File: src/rtl/soc_top_pkg.sv
`default_nettype none
// ============================================================================
// soc_top_pkg : shared state/memory-select types, defaults, pad tie-offs
// Rev 1.0
// ============================================================================
package soc_top_pkg;

   typedef enum logic [1:0] {
      IDLE = 2'd0,
      RUN  = 2'd1,
      DONE = 2'd2
   } state_e;

   typedef enum logic [1:0] {
      MEM_WEIGHT = 2'd0,
      MEM_IMAGE  = 2'd1,
      MEM_OUT    = 2'd2
   } mem_sel_e;

   localparam int c_N_WORDS_DEF   = 16;
   localparam int c_OUT_DEPTH_DEF = 4096;
   localparam int c_IDX_W         = 16;

   localparam logic [31:0] c_GPIOA_OE = 32'h8000_FFFF;
   localparam logic [31:0] c_GPIOB_OE = 32'hFFFF_FFFF;

   localparam logic c_HFXOSCEN     = 1'b1;
   localparam logic c_LFXOSCEN     = 1'b1;
   localparam logic c_TDO_OVAL     = 1'b0;
   localparam logic c_TDO_OE       = 1'b0;
   localparam logic c_QSPI_SCK     = 1'b0;
   localparam logic c_QSPI_CS0     = 1'b1;
   localparam logic c_QSPI_DQ_OVAL = 1'b0;
   localparam logic c_QSPI_DQ_OE   = 1'b0;

   // Two 16x16 unsigned products summed; the carry out of bit 31 is dropped.
   function automatic logic [31:0] mac2(input logic [31:0] a, input logic [31:0] b);
      logic [31:0] lo;
      logic [31:0] hi;
      lo = {16'd0, a[15:0]}  * {16'd0, b[15:0]};
      hi = {16'd0, a[31:16]} * {16'd0, b[31:16]};
      return lo + hi;
   endfunction

endpackage
`default_nettype wire

File: src/rtl/soc_top_if.sv
`default_nettype none
// ============================================================================
// soc_top_if : engine <-> word-memory bus (async read, clocked write)
// Rev 1.0
// ============================================================================
interface soc_top_if
   import soc_top_pkg::*;
#(
   parameter int AW = 4
) ();

   logic [AW-1:0] rd_addr;
   logic [31:0]   rd_wgt;
   logic [31:0]   rd_img;
   logic          wr_en;
   mem_sel_e      wr_sel;
   logic [AW-1:0] wr_addr;
   logic [31:0]   wr_data;

   modport master (
      output rd_addr,
      input  rd_wgt,
      input  rd_img,
      output wr_en,
      output wr_sel,
      output wr_addr,
      output wr_data
   );

   modport slave (
      input  rd_addr,
      output rd_wgt,
      output rd_img,
      input  wr_en,
      input  wr_sel,
      input  wr_addr,
      input  wr_data
   );

endinterface
`default_nettype wire

File: src/rtl/soc_top_mac_engine.sv
`default_nettype none
// ============================================================================
// soc_mac_engine : IDLE/RUN/DONE sequencer, index counter, multiply-add and
//                  (with SOC_GPIOB_EN) running checksum
// Rev 1.0
// ============================================================================
module soc_mac_engine
   import soc_top_pkg::*;
#(
   parameter int N_WORDS = c_N_WORDS_DEF
) (
   input  logic               hfclk,
   input  logic               rst_n,
   input  logic               i_bootrom_n,
   input  logic               i_dwakeup_n,
   input  logic               i_halt,
   soc_top_if.master          bus,
   output logic               o_done,
   output logic [c_IDX_W-1:0] o_index
`ifdef SOC_GPIOB_EN
   ,
   output logic [31:0]        o_csum
`endif
);

   localparam int                 AW     = $clog2(N_WORDS);
   localparam logic [c_IDX_W-1:0] c_LAST = c_IDX_W'(N_WORDS - 1);

   state_e               r_state;
   state_e               w_state_nxt;
   logic [c_IDX_W-1:0]   r_idx;
   logic [c_IDX_W-1:0]   w_idx_nxt;
   logic                 r_first;
   logic                 w_first_nxt;
   logic                 w_wr_en;
   logic [31:0]          w_mac;
`ifdef SOC_GPIOB_EN
   logic [31:0]          r_csum;
   logic [31:0]          w_csum_nxt;
`endif

   assign w_mac = mac2(bus.rd_wgt, bus.rd_img);

   always_ff @(posedge hfclk or negedge rst_n) begin
      if (!rst_n) begin
         r_state <= IDLE;
         r_idx   <= '0;
         r_first <= 1'b1;
`ifdef SOC_GPIOB_EN
         r_csum  <= '0;
`endif
      end else begin
         r_state <= w_state_nxt;
         r_idx   <= w_idx_nxt;
         r_first <= w_first_nxt;
`ifdef SOC_GPIOB_EN
         r_csum  <= w_csum_nxt;
`endif
      end
   end

   // A halt leaves every register and the write strobe untouched.
   always_comb begin
      w_state_nxt = r_state;
      w_idx_nxt   = r_idx;
      w_first_nxt = r_first;
      w_wr_en     = 1'b0;
`ifdef SOC_GPIOB_EN
      w_csum_nxt  = r_csum;
`endif
      if (!i_halt) begin
         w_first_nxt = 1'b0;
         case (r_state)
            IDLE: begin
               // Autorun is only honoured on the first cycle out of reset.
               if (r_first && !i_bootrom_n) begin
                  w_state_nxt = RUN;
                  w_idx_nxt   = '0;
               end
            end
            RUN: begin
               w_wr_en = 1'b1;
`ifdef SOC_GPIOB_EN
               w_csum_nxt = r_csum + w_mac;
`endif
               if (r_idx == c_LAST) begin
                  w_state_nxt = DONE;
               end else begin
                  w_idx_nxt = r_idx + c_IDX_W'(1);
               end
            end
            DONE: begin
               if (!i_dwakeup_n) begin
                  w_state_nxt = RUN;
                  w_idx_nxt   = '0;
`ifdef SOC_GPIOB_EN
                  w_csum_nxt  = '0;
`endif
               end
            end
            default: begin
               w_state_nxt = IDLE;
            end
         endcase
      end
   end

   assign bus.rd_addr = r_idx[AW-1:0];
   assign bus.wr_en   = w_wr_en;
   assign bus.wr_sel  = MEM_OUT;
   assign bus.wr_addr = r_idx[AW-1:0];
   assign bus.wr_data = w_mac;

   assign o_done  = (r_state == DONE);
   assign o_index = r_idx;
`ifdef SOC_GPIOB_EN
   assign o_csum  = r_csum;
`endif

endmodule
`default_nettype wire

File: src/rtl/soc_top.sv
`default_nettype none
// ============================================================================
// soc_top : word memories, MAC engine and pad tie-offs.
//           Optional macro SOC_GPIOB_EN exposes the checksum on gpioB.
// Rev 1.0
// ============================================================================
module soc_top
   import soc_top_pkg::*;
#(
   parameter int N_WORDS   = c_N_WORDS_DEF,
   parameter int OUT_DEPTH = c_OUT_DEPTH_DEF
) (
   input  logic        hfclk,
   input  logic        rst_n,
   input  logic        lfextclk,
   output logic        hfxoscen,
   output logic        lfxoscen,
   input  logic        io_pads_jtag_TCK_i_ival,
   input  logic        io_pads_jtag_TMS_i_ival,
   input  logic        io_pads_jtag_TDI_i_ival,
   output logic        io_pads_jtag_TDO_o_oval,
   output logic        io_pads_jtag_TDO_o_oe,
   input  logic [31:0] io_pads_gpioA_i_ival,
   output logic [31:0] io_pads_gpioA_o_oval,
   output logic [31:0] io_pads_gpioA_o_oe,
   input  logic [31:0] io_pads_gpioB_i_ival,
   output logic [31:0] io_pads_gpioB_o_oval,
   output logic [31:0] io_pads_gpioB_o_oe,
   output logic        io_pads_qspi0_sck_o_oval,
   output logic        io_pads_qspi0_cs_0_o_oval,
   input  logic        io_pads_qspi0_dq_0_i_ival,
   output logic        io_pads_qspi0_dq_0_o_oval,
   output logic        io_pads_qspi0_dq_0_o_oe,
   input  logic        io_pads_qspi0_dq_1_i_ival,
   output logic        io_pads_qspi0_dq_1_o_oval,
   output logic        io_pads_qspi0_dq_1_o_oe,
   input  logic        io_pads_qspi0_dq_2_i_ival,
   output logic        io_pads_qspi0_dq_2_o_oval,
   output logic        io_pads_qspi0_dq_2_o_oe,
   input  logic        io_pads_qspi0_dq_3_i_ival,
   output logic        io_pads_qspi0_dq_3_o_oval,
   output logic        io_pads_qspi0_dq_3_o_oe,
   input  logic        io_pads_aon_pmu_dwakeup_n_i_ival,
   output logic        io_pads_aon_pmu_vddpaden_o_oval,
   output logic        io_pads_aon_pmu_padrst_o_oval,
   input  logic        io_pads_bootrom_n_i_ival,
   input  logic        io_pads_dbgmode0_n_i_ival,
   input  logic        io_pads_dbgmode1_n_i_ival,
   input  logic        io_pads_dbgmode2_n_i_ival
);

   localparam int AW  = $clog2(N_WORDS);
   localparam int OAW = $clog2(OUT_DEPTH);

   logic               w_halt;
   logic               w_done;
   logic [c_IDX_W-1:0] w_index;
   logic               w_unused;

   soc_top_if #(.AW(AW)) u_bus ();

   assign w_halt = ~(io_pads_dbgmode0_n_i_ival & io_pads_dbgmode1_n_i_ival &
                     io_pads_dbgmode2_n_i_ival);

`ifdef SOC_GPIOB_EN
   logic [31:0] w_csum;
`endif

   soc_mac_engine #(.N_WORDS(N_WORDS)) u_engine (
      .hfclk       (hfclk),
      .rst_n       (rst_n),
      .i_bootrom_n (io_pads_bootrom_n_i_ival),
      .i_dwakeup_n (io_pads_aon_pmu_dwakeup_n_i_ival),
      .i_halt      (w_halt),
      .bus         (u_bus.master),
      .o_done      (w_done),
      .o_index     (w_index)
`ifdef SOC_GPIOB_EN
      ,
      .o_csum      (w_csum)
`endif
   );

   // Memories are never reset so preloaded and computed data survive rst_n.
   if (1) begin : g_weight
      logic [31:0] mem_r [N_WORDS];
      always_ff @(posedge hfclk) begin
         if (u_bus.wr_en && (u_bus.wr_sel == MEM_WEIGHT)) begin
            mem_r[u_bus.wr_addr] <= u_bus.wr_data;
         end
      end
      assign u_bus.rd_wgt = mem_r[u_bus.rd_addr];
   end

   if (1) begin : g_image
      logic [31:0] mem_r [N_WORDS];
      always_ff @(posedge hfclk) begin
         if (u_bus.wr_en && (u_bus.wr_sel == MEM_IMAGE)) begin
            mem_r[u_bus.wr_addr] <= u_bus.wr_data;
         end
      end
      assign u_bus.rd_img = mem_r[u_bus.rd_addr];
   end

   if (1) begin : g_out
      logic [31:0]    mem_r [OUT_DEPTH];
      logic [OAW-1:0] w_addr;
      logic           w_unused_rd;
      assign w_addr      = OAW'(u_bus.wr_addr);
      assign w_unused_rd = ^mem_r[0];
      always_ff @(posedge hfclk) begin
         if (u_bus.wr_en && (u_bus.wr_sel == MEM_OUT)) begin
            mem_r[w_addr] <= u_bus.wr_data;
         end
      end
   end

   assign io_pads_gpioA_o_oval = {w_done, 15'd0, w_index};
   assign io_pads_gpioA_o_oe   = c_GPIOA_OE;

`ifdef SOC_GPIOB_EN
   // The running sum is hidden until the run has finished.
   assign io_pads_gpioB_o_oval = w_done ? w_csum : 32'd0;
   assign io_pads_gpioB_o_oe   = c_GPIOB_OE;
`else
   assign io_pads_gpioB_o_oval = 32'd0;
   assign io_pads_gpioB_o_oe   = 32'd0;
`endif

   assign hfxoscen                  = c_HFXOSCEN;
   assign lfxoscen                  = c_LFXOSCEN;
   assign io_pads_jtag_TDO_o_oval   = c_TDO_OVAL;
   assign io_pads_jtag_TDO_o_oe     = c_TDO_OE;
   assign io_pads_qspi0_sck_o_oval  = c_QSPI_SCK;
   assign io_pads_qspi0_cs_0_o_oval = c_QSPI_CS0;
   assign io_pads_qspi0_dq_0_o_oval = c_QSPI_DQ_OVAL;
   assign io_pads_qspi0_dq_0_o_oe   = c_QSPI_DQ_OE;
   assign io_pads_qspi0_dq_1_o_oval = c_QSPI_DQ_OVAL;
   assign io_pads_qspi0_dq_1_o_oe   = c_QSPI_DQ_OE;
   assign io_pads_qspi0_dq_2_o_oval = c_QSPI_DQ_OVAL;
   assign io_pads_qspi0_dq_2_o_oe   = c_QSPI_DQ_OE;
   assign io_pads_qspi0_dq_3_o_oval = c_QSPI_DQ_OVAL;
   assign io_pads_qspi0_dq_3_o_oe   = c_QSPI_DQ_OE;

   assign io_pads_aon_pmu_vddpaden_o_oval = rst_n;
   assign io_pads_aon_pmu_padrst_o_oval   = ~rst_n;

   assign w_unused = ^{lfextclk, io_pads_jtag_TCK_i_ival, io_pads_jtag_TMS_i_ival,
                       io_pads_jtag_TDI_i_ival, io_pads_gpioA_i_ival, io_pads_gpioB_i_ival,
                       io_pads_qspi0_dq_0_i_ival, io_pads_qspi0_dq_1_i_ival,
                       io_pads_qspi0_dq_2_i_ival, io_pads_qspi0_dq_3_i_ival};

endmodule
`default_nettype wire

File: config.mk
export PLATFORM = sky130hd
export DESIGN_NAME = soc_top
export DESIGN_NICKNAME = d
export VERILOG_FILES = /design/src/rtl/soc_top_pkg.sv /design/src/rtl/soc_top_if.sv /design/src/rtl/soc_top_mac_engine.sv /design/src/rtl/soc_top.sv
export SDC_FILE = /design/constraint.sdc
export NUM_CORES = 1
export LEC_CHECK = 0
export ABC_AREA = 0
export ABC_CLOCK_PERIOD_IN_PS = 2500
export CAP_MARGIN = 20
export CORE_MARGIN = 2
export CORE_UTILIZATION = 29
export CTS_CLUSTER_SIZE = 28
export DETAILED_ROUTE_END_ITERATION = 6
export PLACE_DENSITY = 0.82
export REMOVE_ABC_BUFFERS = 1
export SLEW_MARGIN = 5
export SYNTH_ARGS = -nofsm -noshare
export SYNTH_HDL_FRONTEND = slang
export SYNTH_SLANG_ARGS = --single-unit
File: constraint.sdc
create_clock -name hfclk -period 2.5 [get_ports hfclk]
set_input_delay 0.25 -clock hfclk [delete_from_list [all_inputs] [get_ports hfclk]]
set_output_delay 0.25 -clock hfclk [all_outputs]
set_load 0.05 [all_outputs]
* Word-level counts from Yosys, hierarchy flattened
Index checks and enable logic that the tools add are counted.
** Storage, ports and cells
- Output and inout bits :: 144
- Bits of input ports :: 79
- Word-level logic and storage cells :: 28
- Register bits :: 19
** Operators by class
- Equal/unequal tests :: 7
- Add/sub/neg operators :: 1
- Muxes and demuxes :: 8
- Reductions and logical operators :: 6
- Bitwise operators :: 3
** Operators with widths (number)
- $mux W16 :: 3
- $pmux W16 S3 :: 1
- $add A16 B1 Y16 const B :: 1
- $eq A16 B4 Y1 const B :: 1
- $mux W2 :: 3
- $pmux W2 S3 :: 1
- $reduce_and A5 Y1 :: 1
- $ne A2 B1 Y1 const B :: 2
- $ne A2 B2 Y1 const B :: 2
- $reduce_and A4 Y1 :: 1
- $reduce_bool A3 Y1 :: 1
- $and A1 B1 Y1 :: 2
- $eq A2 B1 Y1 const B :: 1
- $eq A2 B2 Y1 const B :: 1
- $logic_not A2 Y1 :: 1
- $logic_and A1 B1 Y1 :: 1
- $logic_not A1 Y1 :: 1
- $not A1 Y1 :: 1

* Longest topological paths before layout
Gate-level depths: netlist (run 1).
- Depth after elaboration :: 4
- Gate-level depth with buffers :: 7
- Depth with buffers taken out :: 5

* Modules after synthesis
From an unflattened synthesis (run 1), not the netlist that was laid out.
** Second synthesis, totals
- Cells, all modules :: 3764
- Area, all modules :: 57769.2 um^2
** Modules (own cells, without submodules)
- soc_top :: seq. area each 30749.5 um^2, area an instance 39379.0 um^2, instances 1, cells each 1743
- soc_mac_engine :: seq. area each 476.7 um^2, area an instance 18390.1 um^2, instances 1, cells each 2021

* Worst setup path after synthesis (run 1)
No wires, ideal clock.
- Kind :: register to register
- Start point :: register u_engine.r_idx[10], in the netlist u_engine.o_index[10]
- End point :: register u_engine.r_idx[15], in the netlist u_engine.o_index[15]
- Period minus slack after synthesis :: 2105 ps
- Data arrival time :: 1981 ps
- Setup time :: 124 ps
- Required time :: 2376 ps
- Setup slack :: 395 ps
- Buffers on the path :: 1
- Cell stages (with the launch flop) :: 6
- Cell sequence :: dfrtp_1 -> buf_2 -> nand4_1 -> or4_4 -> and4_4 -> a211o_1
** On the way
- Cells in the longest elaborated chain, start to end :: 3
- Elaborated cells on any way between the ends :: 6
- Those cells by class :: 1 x add/sub; 2 x eq/ne; 2 x mux; 1 x reduce/logical
** RTL lines
- start: declaration :: RTL line soc_top_mac_engine.sv:31 : logic [c_IDX_W-1:0] r_idx;
- start signal: assignment :: RTL line soc_top_mac_engine.sv:54 : r_idx <= w_idx_nxt;
- $add A16 B1 Y16 / $eq A16 B4 Y1 (equally long branches) :: RTL line soc_top_mac_engine.sv:89, soc_top_mac_engine.sv:86
- $mux W16 / $ne A2 B2 Y1 (equally long branches)
- $pmux W16 S3 / $reduce_and A5 Y1 (equally long branches)
Several ways; a longest one is shown, not always the timed one. The select of a mux whose other input is x is not followed.
A chain may end at the register's enable or synchronous reset.

* Worst setup path in the final report (run 1)
- Start point :: register u_engine.r_idx[0], in the netlist u_engine.o_index[0]
- End point :: register u_engine.r_idx[14], in the netlist u_engine.o_index[14]
The elaborated chain is that of the path after synthesis.

==> results.cfg, run 1 <==
[setup_path]
reg2reg_to = u_engine.o_index[14]$_DFFE_PN0P_
arrival_ns = 2.19
required_ns = 2.64
worstSetupPathType = register to register
startpoint_type = register
reg2reg_slack_ns = 0.45
rr_startpoint = u_engine.o_index[0]$_DFFE_PN0P_
r2r_cells = 6
cp-end-kind = register
critPathMaxFanout = 7

[clock_tree]
clkTransAtPathRegs_ns = 0.08
clkSinkCount = 19
worstSkewPairLatency_ns = 0.26
cts_resized = 0
clock_tree.root_cell = clkbuf_8
clock_path_buffers = 2
cts_hold_buf = 0
h-tree-depth = 1
cts_buffers = 3
cts_tree = yes
post-cts-setup-buffer-count = 0

[timing]
setup_tns_ns = 0
setup_ws_ns = 0.447
setup_viol = 0
rsz0062_at_grt = no
hold_viol = 0
slew_viol_final = 0
relSlewSlack = 0.646
max_freq_ghz = 0.487
post-route-period-util = 0.821
layout_min_cycle_time_ns = 2.05
worst_clock_skew_ns = 0.00931
max_slew.worst_pin.slew_ns = 0.531

[floorplan]
initial_core_util = 0.296
die_w_microns = 89.6
coreArea_sq_mm = 0.00718
dieArea_sq_mm = 0.00804
io_pins = 223
rows = 31
die_h_microns = 89.6

[detailed_routing]
routed_wirelength_microns = 4070
drcViolationCount = 0
routedWlPerCell_microns = 10.6
viasPerCell = 3.93
firstDrtPassIters = 4
ant_nets = 0
drt-initial-drc-count = 102
num_vias = 1504

[flow_run]
cap_violations = 0

[hold_path]
min_to = u_engine.r_first$_DFFE_PN1P_
min_from = u_engine.r_first$_DFFE_PN1P_
worst_hold_path.num_cells = 1
hold_class = register to register

[cells_and_area]
seqCellArea_sq_um = 477
fin_nets = 365
nFillCells = 766
mostFrequentLayoutCell = conb_1
diodes = 0
multi_input_comb_area_sq_mm = 0.00110
layout_common_cells = 125 x conb_1, 23 x clkdlybuf4s50_1, 18 x dfrtp_1, 11 x nand2_1, 9 x a31oi_1
area_delta_synth_final_pct = -2.12
drive_above_1_share = 0.0634
stdcell_area_sq_mm = 0.00208

[global_routing]
grt_overflow = 0
grt_pass1_vias = 1146
antenna_found_initial = 0
grt_max_degree = 20
grt_first_pass_wirelength_microns = 5840
grt_use_total = 0.0958

[pwr]
p_switching_mw = 1.09
switching_share = 0.596
combPwrFrac = 0.592
powerDensity_mw_per_mm2 = 880
vdd_drop_max_uv = 221
intPower_uw = 741
seq_power_share = 0.286
clock_power_share = 0.122
leakagePower_nw = 1.00

[synth]
async_flop_share = 1.00
ys_warn_count = 0
syn_inst = 261
synth-edff-count = 0
avgSynthCellArea_sq_um = 8.15
synth_seq_cells = 19
ys_types = 43
netlist_area_sq_mm = 0.00213
seq_area_frac_synth = 0.224
ys.flop_type = dfrtp_1

[place]
place_area_sq_mm = 0.00204
portBuffers = 25
pre_cts_ws_ns = 0.339
place_hpwl_microns = 3110
gp_congestion = 0.925

[status]
outcome = completed
[final cells by class]
cell class | instances | share of cell area
inverters | 8 | 0.0144
well taps | 99 | 0.0595
clock buffers | 4 | 0.0216
multi-input cells | 223 | 0.528
flip-flops and latches | 19 | 0.229
repair buffers | 30 | 0.148
[synthesized netlist by cell type (4+ instances only)]
| cell | number | area, sq um |
|---|---|---|
| buf_4 | 127 | 953 |
| nand4_1 | 8 | 50.1 |
| nor2_1 | 4 | 15.0 |
| inv_1 | 8 | 30.0 |
| dfrtp_1 | 18 | 450 |
| a31oi_1 | 9 | 56.3 |
| nand2_1 | 11 | 41.3 |
| clkbuf_1 | 4 | 15.0 |
| o21ai_0 | 6 | 30.0 |
| nor3_1 | 4 | 20.0 |
| nand3_1 | 7 | 35.0 |
| o221ai_1 | 4 | 35.0 |
| nor4_1 | 6 | 37.5 |
[logic make-up (layout without fill, tap and decap cells)]
group                    Yosys count  after routing  share of synthesized area
AO/OA/AOI/OAI                     37             37                      0.121
adder cells (fa/ha/maj)            1              1                    0.00588
buffers and inverters            142             42                      0.476
flip-flops                        19             19                      0.224
multiplexers                       1              1                    0.00471
other                              2            125                    0.00353
AND/OR/NAND/NOR                   59             59                      0.164
[layer usage]
| metal | wire [microns] | GRT usage |
|---|---|---|
| met5 | 0 | 0 |
| met2 | 1930 | 0.155 |
| met3 | 399 | 0.0210 |
| met1 | 1660 | 0.120 |
| met4 | 77 | 0.0475 |
[worst max-delay path by stage]
stage,startpoint,end,slack (ns),cells after the start
final,u_engine.o_index[0]$_DFFE_PN0P_,u_engine.o_index[14]$_DFFE_PN0P_,0.45,6
after global routing,u_engine.o_index[0]$_DFFE_PN0P_,u_engine.o_index[14]$_DFFE_PN0P_,0.34,6
after CTS,u_engine.o_index[0]$_DFFE_PN0P_,u_engine.o_index[14]$_DFFE_PN0P_,0.46,6
after detailed placement,io_pads_bootrom_n_i_ival,u_engine.o_index[14]$_DFFE_PN0P_,0.34,6
after global placement,io_pads_dbgmode2_n_i_ival,u_engine.o_index[11]$_DFFE_PN0P_,0.37,6
after floorplan,u_engine.o_index[0]$_DFFE_PN0P_,u_engine.o_index[15]$_DFFE_PN0P_,0.25,5
[flip-flops by register name (all words and copies together) (netlist names)]
register / flops
u_engine.r_first: 1
u_engine.o_index: 16
u_engine.r_state: 2
[critical path: stages, from the launching register on]
cell and delay, ns:
dfrtp_1 0.44, ha_1 0.26, and3_1 0.23, and4_1 0.22, o21ai_1 0.41, buf_4 0.25, o221ai_1 0.12
[power by group through the flow]
stage	logic, mW	registers [mW]	clock network (mW)
after CTS	1.09	0.521	0.226
after detailed placement	1.08	0.527	0
after floorplan	0.573	0.761	0
after global placement	1.07	0.520	0
final	1.08	0.524	0.223
after global routing	1.14	0.541	0.242
[through the flow]
step / total power, mW / hold WS (ns) / std cells / util
floorplan: 1.33 / -0.0456 / 250 / -
global placement: 1.59 / 0.481 / 379 / 0.284
detailed placement: 1.61 / 0.480 / 379 / 0.284
CTS: 1.83 / 0.494 / 383 / 0.290
global route: 1.93 / 0.500 / 383 / 0.290
finish: 1.83 / 0.489 / 383 / 0.290
No activity file was read; power rests on OpenSTA's default activity.
==> run 2: changes to the inputs <==
--- a/config.mk
+++ b/config.mk
@@ -6,7 +6,7 @@
 export NUM_CORES = 1
 export LEC_CHECK = 0
 export ABC_AREA = 0
-export ABC_CLOCK_PERIOD_IN_PS = 2500
+export ABC_CLOCK_PERIOD_IN_PS = 1910
 export CAP_MARGIN = 20
 export CORE_MARGIN = 2
 export CORE_UTILIZATION = 29
==> constraint.sdc (replaced) <==
create_clock -name hfclk -period 1.91 [get_ports hfclk]
set_input_delay 0.191 -clock hfclk [delete_from_list [all_inputs] [get_ports hfclk]]
set_output_delay 0.191 -clock hfclk [all_outputs]
set_load 0.05 [all_outputs]
==> run 2 against run 1 <==
Sequential power increased by 22%. Critical path depth decreased by 2. Non-clock buffer count increased by 20. Clock-buffer cell count unchanged. Design area increased by 8.2%. Global-route usage increased by 0.62 points. Die area unchanged. Register-to-register slack got worse by 0.40 ns. Critical path type unchanged. Highest routed layer unchanged.
==> results.cfg, run 2 (synthesized netlist as in run 1, its figures left out) <==
[status]
outcome = completed

[place]
place_area_sq_mm = 0.00216
pre_cts_ws_ns = -0.0433
place_hpwl_microns = 3380
gp_congestion = 0.899
portBuffers = 25

[timing]
max_slew.worst_pin.slew_ns = 0.567
layout_min_cycle_time_ns = 1.87
worst_clock_skew_ns = 0.00441
post-route-period-util = 0.977
setup_tns_ns = 0
max_freq_ghz = 0.536
setup_ws_ns = 0.0430
slew_viol_final = 0
hold_viol = 0
setup_viol = 0
relSlewSlack = 0.621

[clock_tree]
h-tree-depth = 1
clock_path_buffers = 2
cts_tree = yes
clkSinkCount = 19
clkTransAtPathRegs_ns = 0.08
cts_hold_buf = 0
cts_buffers = 3
worstSkewPairLatency_ns = 0.26
clock_tree.root_cell = clkbuf_8

[setup_path]
startpoint_type = register
critPathMaxFanout = 4
crit_slowest_cell = dfstp_2
cp-end-kind = register
required_ns = 2.05
crit_top_cell = a211o_1
r2r_cells = 4
cpPeakStageDelay_ns = 0.52
arrival_ns = 2.01
worstSetupPathType = register to register
crit_path_cell_trace = or3b_1, a211o_1, a21boi_2, a211o_1

[cells_and_area]
largest_register_ff_count = 16
mostFrequentLayoutCell = conb_1
drive_above_1_share = 0.171
layout_common_cells = 125 x conb_1, 31 x buf_4, 17 x clkdlybuf4s50_1, 16 x dfrtp_1, 11 x nand2_1
diodes = 0
stdcell_area_sq_mm = 0.00225
fin_nets = 385
area_delta_synth_final_pct = 5.88

[pwr]
clock_power_share = 0.115
leakagePower_nw = 1.11
intPower_mw = 1.05
powerDensity_mw_per_mm2 = 1120
vdd_drop_max_uv = 252
p_switching_mw = 1.46
combPwrFrac = 0.632
seq_power_share = 0.253
switching_share = 0.581

[global_routing]
grt_use_total = 0.102
grt_overflow = 0
grt_first_pass_wirelength_microns = 6320
grt_max_degree = 20
antenna_found_initial = 0
grt_pass1_vias = 1303

[detailed_routing]
routedWlPerCell_microns = 10.5
num_vias = 1578
viasPerCell = 3.92
ant_nets = 0
firstDrtPassIters = 4
drcViolationCount = 0
routed_wirelength_microns = 4240
drt-initial-drc-count = 167

[hold_path]
hold_class = primary input to asynchronous set/reset pin

[floorplan]
die_h_microns = 89.6
coreArea_sq_mm = 0.00718
initial_core_util = 0.296
io_pins = 223
dieArea_sq_mm = 0.00804
die_w_microns = 89.6
rows = 31

[flow_run]
cap_violations = 0
[run 2: cell types whose count changed in the layout (fill, tap and decap cells not counted), moves of 2 or more]
| cell | before | now |
|---|---|---|
| buf_4 | 5 | 31 |
| clkdlybuf4s50_1 | 23 | 17 |
| dfrtp_1 | 18 | 16 |
| dfrtp_2 | 0 | 2 |
| nor4_1 | 6 | 3 |
| nor4_2 | 0 | 3 |
[run 2: timing repair]
| action | in CTS | in global routing |
|---|---|---|
| gates cloned | 0 | 0 |
| resized for setup | 1 | 8 |
| buffers inserted | 1 | 0 |
| endpoints found under the setup margin | 1 | 16 |
[run 2: final cells by class]
class | count | area [sq um]
fillers | 756 | 4920
repair buffers | 50 | 443
inverters | 8 | 30.0
clock buffers | 4 | 45.0
multi-input cells | 223 | 1130
flip-flops and latches | 19 | 479
well taps | 99 | 124
[run 2: stage by stage]
stage	power (mW)	util	std cells	hold WS (ns)
detailed placement	2.20	0.302	398	0.480
global route	2.65	0.314	403	0.495
floorplan	1.75	-	250	-0.105
finish	2.52	0.314	403	0.434
CTS	2.50	0.310	403	0.469
global placement	2.18	0.302	398	0.481
[run 2: power by group through the flow]
stage | sequential, mW | combinational, mW | clock (mW)
floorplan | 0.995 | 0.750 | 0
global placement | 0.617 | 1.56 | 0
detailed placement | 0.627 | 1.57 | 0
CTS | 0.627 | 1.58 | 0.298
global route | 0.656 | 1.68 | 0.316
finish | 0.637 | 1.59 | 0.289
[run 2: metal layers]
| layer | vias up | routed length, microns | track usage |
|---|---|---|---|
| met4 | 0 | 76 | 0.0488 |
| li1 | 733 | - | - |
| met3 | 7 | 459 | 0.0229 |
| met2 | 111 | 2010 | 0.168 |
| met1 | 727 | 1700 | 0.126 |
| met5 | - | 0 | 0 |
[run 2: worst max-delay path: cells and delay by family, from the launching register on]
kind | cells | cell delay (ns)
simple gates | 1 | 0.34
compound gates | 3 | 0.89
flops | 1 | 0.52
[run 2: worst paths after layout]
path	startpoint	to	slack, ns
max reg2reg	u_engine.r_first$_DFFE_PN1P_	u_engine.o_index[15]$_DFFE_PN0P_	0.04
min	rst_n	u_engine.o_index[9]$_DFFE_PN0P_	0.43
min reg2reg	u_engine.r_first$_DFFE_PN1P_	u_engine.r_first$_DFFE_PN1P_	0.49
min in group hfclk	u_engine.r_first$_DFFE_PN1P_	u_engine.r_first$_DFFE_PN1P_	0.49
max in group asynchronous	rst_n	u_engine.r_first$_DFFE_PN1P_	1.21
max	u_engine.r_first$_DFFE_PN1P_	u_engine.o_index[15]$_DFFE_PN0P_	0.04
==> run 3: changes to the inputs <==
--- a/config.mk
+++ b/config.mk
@@ -6,7 +6,7 @@
 export NUM_CORES = 1
 export LEC_CHECK = 0
 export ABC_AREA = 0
-export ABC_CLOCK_PERIOD_IN_PS = 1910
+export ABC_CLOCK_PERIOD_IN_PS = 2000
 export CAP_MARGIN = 20
 export CORE_MARGIN = 2
 export CORE_UTILIZATION = 29
==> constraint.sdc (replaced) <==
create_clock -name hfclk -period 2 [get_ports hfclk]
set_input_delay 0.3 -clock hfclk [delete_from_list [all_inputs] [get_ports hfclk]]
set_output_delay 0.3 -clock hfclk [all_outputs]
set_load 0.05 [all_outputs]
==> run 3 against run 2 <==
Power fell by 8.7%. Sequential cell count did not move. Clock power fell by 3%. Core utilization fell by 1.3 points. Clock skew rose by 0.0013 ns. Critical path type is now register to output port. Critical endpoint is now io_pads_gpioA_o_oval[6]. Largest power group unchanged.
==> results.cfg, run 3 (synthesized netlist as in run 1, its figures left out) <==
[setup_path]
arrival_ns = 1.59
reg2reg_to = u_engine.o_index[14]$_DFFE_PN0P_
crit_slowest_cell = clkdlybuf4s50_1
r2r_cells = 5
cpPeakStageDelay_ns = 0.85
reg2reg_slack_ns = 0.14
rr_startpoint = u_engine.o_index[12]$_DFFE_PN0P_
path_buf_inv = 1
critical-path-top-delay-family = buffers and inverters
crit_path_cell_trace = clkdlybuf4s50_1
worstSetupPathType = register to output port
required_ns = 1.70
cp-end-kind = output port
startpoint_type = register
critPathMaxFanout = 6

[clock_tree]
cts_buffers = 3
cts_tree = yes
cts_resized = 0
clock_path_buffers = 2
post-cts-setup-buffer-count = 0
clock_tree.root_cell = clkbuf_8
clkSinkCount = 19
h-tree-depth = 1
cts_hold_buf = 0
clkTransAtPathRegs_ns = 0.08
worstSkewPairLatency_ns = 0.26

[detailed_routing]
drt-initial-drc-count = 102
num_vias = 1568
routedWlPerCell_microns = 10.1
viasPerCell = 3.95
drcViolationCount = 0
firstDrtPassIters = 4
ant_nets = 0
routed_wirelength_microns = 4020

[pwr]
leakagePower_nw = 1.08
vdd_drop_max_uv = 259
combPwrFrac = 0.604
intPower_uw = 936
switching_share = 0.593
clock_power_share = 0.121
p_switching_mw = 1.36
powerDensity_mw_per_mm2 = 1060
seq_power_share = 0.275

[timing]
relSlewSlack = 0.614
max_freq_ghz = 0.529
layout_min_cycle_time_ns = 1.89
post-route-period-util = 0.944
worst_clock_skew_ns = 0.00574
slew_viol_final = 0
hold_viol = 0
whs_ns = 0.493
max_slew.worst_pin.slew_ns = 0.578
setup_viol = 0
rsz0062_at_grt = no

[cells_and_area]
stdcell_area_sq_mm = 0.00216
layout_common_cells = 125 x conb_1, 29 x buf_4, 18 x dfrtp_1, 13 x clkdlybuf4s50_1, 11 x nand2_1
largest_register_ff_count = 16
fin_nets = 379
diodes = 0
mostFrequentLayoutCell = conb_1
area_delta_synth_final_pct = 1.65
drive_above_1_share = 0.141

[global_routing]
grt_first_pass_wirelength_microns = 6000
grt_use_met3 = 0.0210
met1_usage = 0.124
grt_overflow = 0
grt_use_total = 0.0968
grt_max_degree = 20
grt_pass1_vias = 1243
gr-max-usage-layer = met2
grt_use_met2 = 0.156
antenna_found_initial = 0

[place]
portBuffers = 25
place_area_sq_mm = 0.00212
gp_congestion = 0.908
place_hpwl_microns = 3250

[hold_path]
min_from = u_engine.r_first$_DFFE_PN1P_
worst_hold_path.num_cells = 1
min_to = u_engine.r_first$_DFFE_PN1P_
hold_class = register to register

[floorplan]
rows = 31
initial_core_util = 0.296
die_h_microns = 89.6
die_w_microns = 89.6
dieArea_sq_mm = 0.00804
io_pins = 223
coreArea_sq_mm = 0.00718

[flow_run]
cap_violations = 0

[status]
outcome = completed
[run 3: changes by cell type in the layout (fill, tap and decap cells not counted), sizes merged]
| cell | delta |
|---|---|
| clkdlybuf4s50 | -4 |
| buf | -2 |
[run 3: worst max path at each step]
stage / start / end / slack, ns / cells past startpoint
6_report: u_engine.o_index[6]$_DFFE_PN0P_ / io_pads_gpioA_o_oval[6] / 0.11 / 1
3_3_place_gp: io_pads_bootrom_n_i_ival / u_engine.o_index[3]$_DFFE_PN0P_ / -0.009 / 5
2_1_floorplan: u_engine.o_index[0]$_DFFE_PN0P_ / u_engine.o_index[15]$_DFFE_PN0P_ / -0.25 / 5
4_1_cts: u_engine.o_index[6]$_DFFE_PN0P_ / io_pads_gpioA_o_oval[6] / 0.11 / 1
3_5_place_dp: io_pads_bootrom_n_i_ival / u_engine.o_index[15]$_DFFE_PN0P_ / -0.04 / 5
5_1_grt: u_engine.o_index[12]$_DFFE_PN0P_ / u_engine.o_index[13]$_DFFE_PN0P_ / 0.05 / 5
[run 3: layout make-up]
cell class / instances / area [sq um]
fillers: 776 / 5010
multi-input cells: 223 / 1100
flip-flops and latches: 19 / 477
repair buffers: 44 / 388
well taps: 99 / 124
clock buffers: 4 / 45.0
inverters: 8 / 30.0
[run 3: routing by layer]
layer	wire length [microns]	share of wire
met4	58	0.014
met3	440	0.11
met2	1880	0.47
met1	1640	0.41
met5	0	0
[run 3: metrics by stage]
step	power [mW]	TNS (ns)	utilization	std cells	worst slack (ns)
after floorplan	1.67	-1.94	-	250	-0.253
after global placement	2.01	-0.0147	0.295	393	-0.00915
after detailed placement	2.02	-0.0798	0.295	393	-0.0400
after CTS	2.30	0	0.301	397	0.111
after global routing	2.43	0	0.301	397	0.0533
final	2.30	0	0.301	397	0.111
[run 3: power groups by stage]
stage / clock (mW) / combinational [mW] / sequential, mW
after floorplan: 0 / 0.717 / 0.951
after global placement: 0 / 1.38 / 0.632
after detailed placement: 0 / 1.39 / 0.635
after CTS: 0.282 / 1.39 / 0.630
after global routing: 0.302 / 1.47 / 0.653
final: 0.279 / 1.39 / 0.632
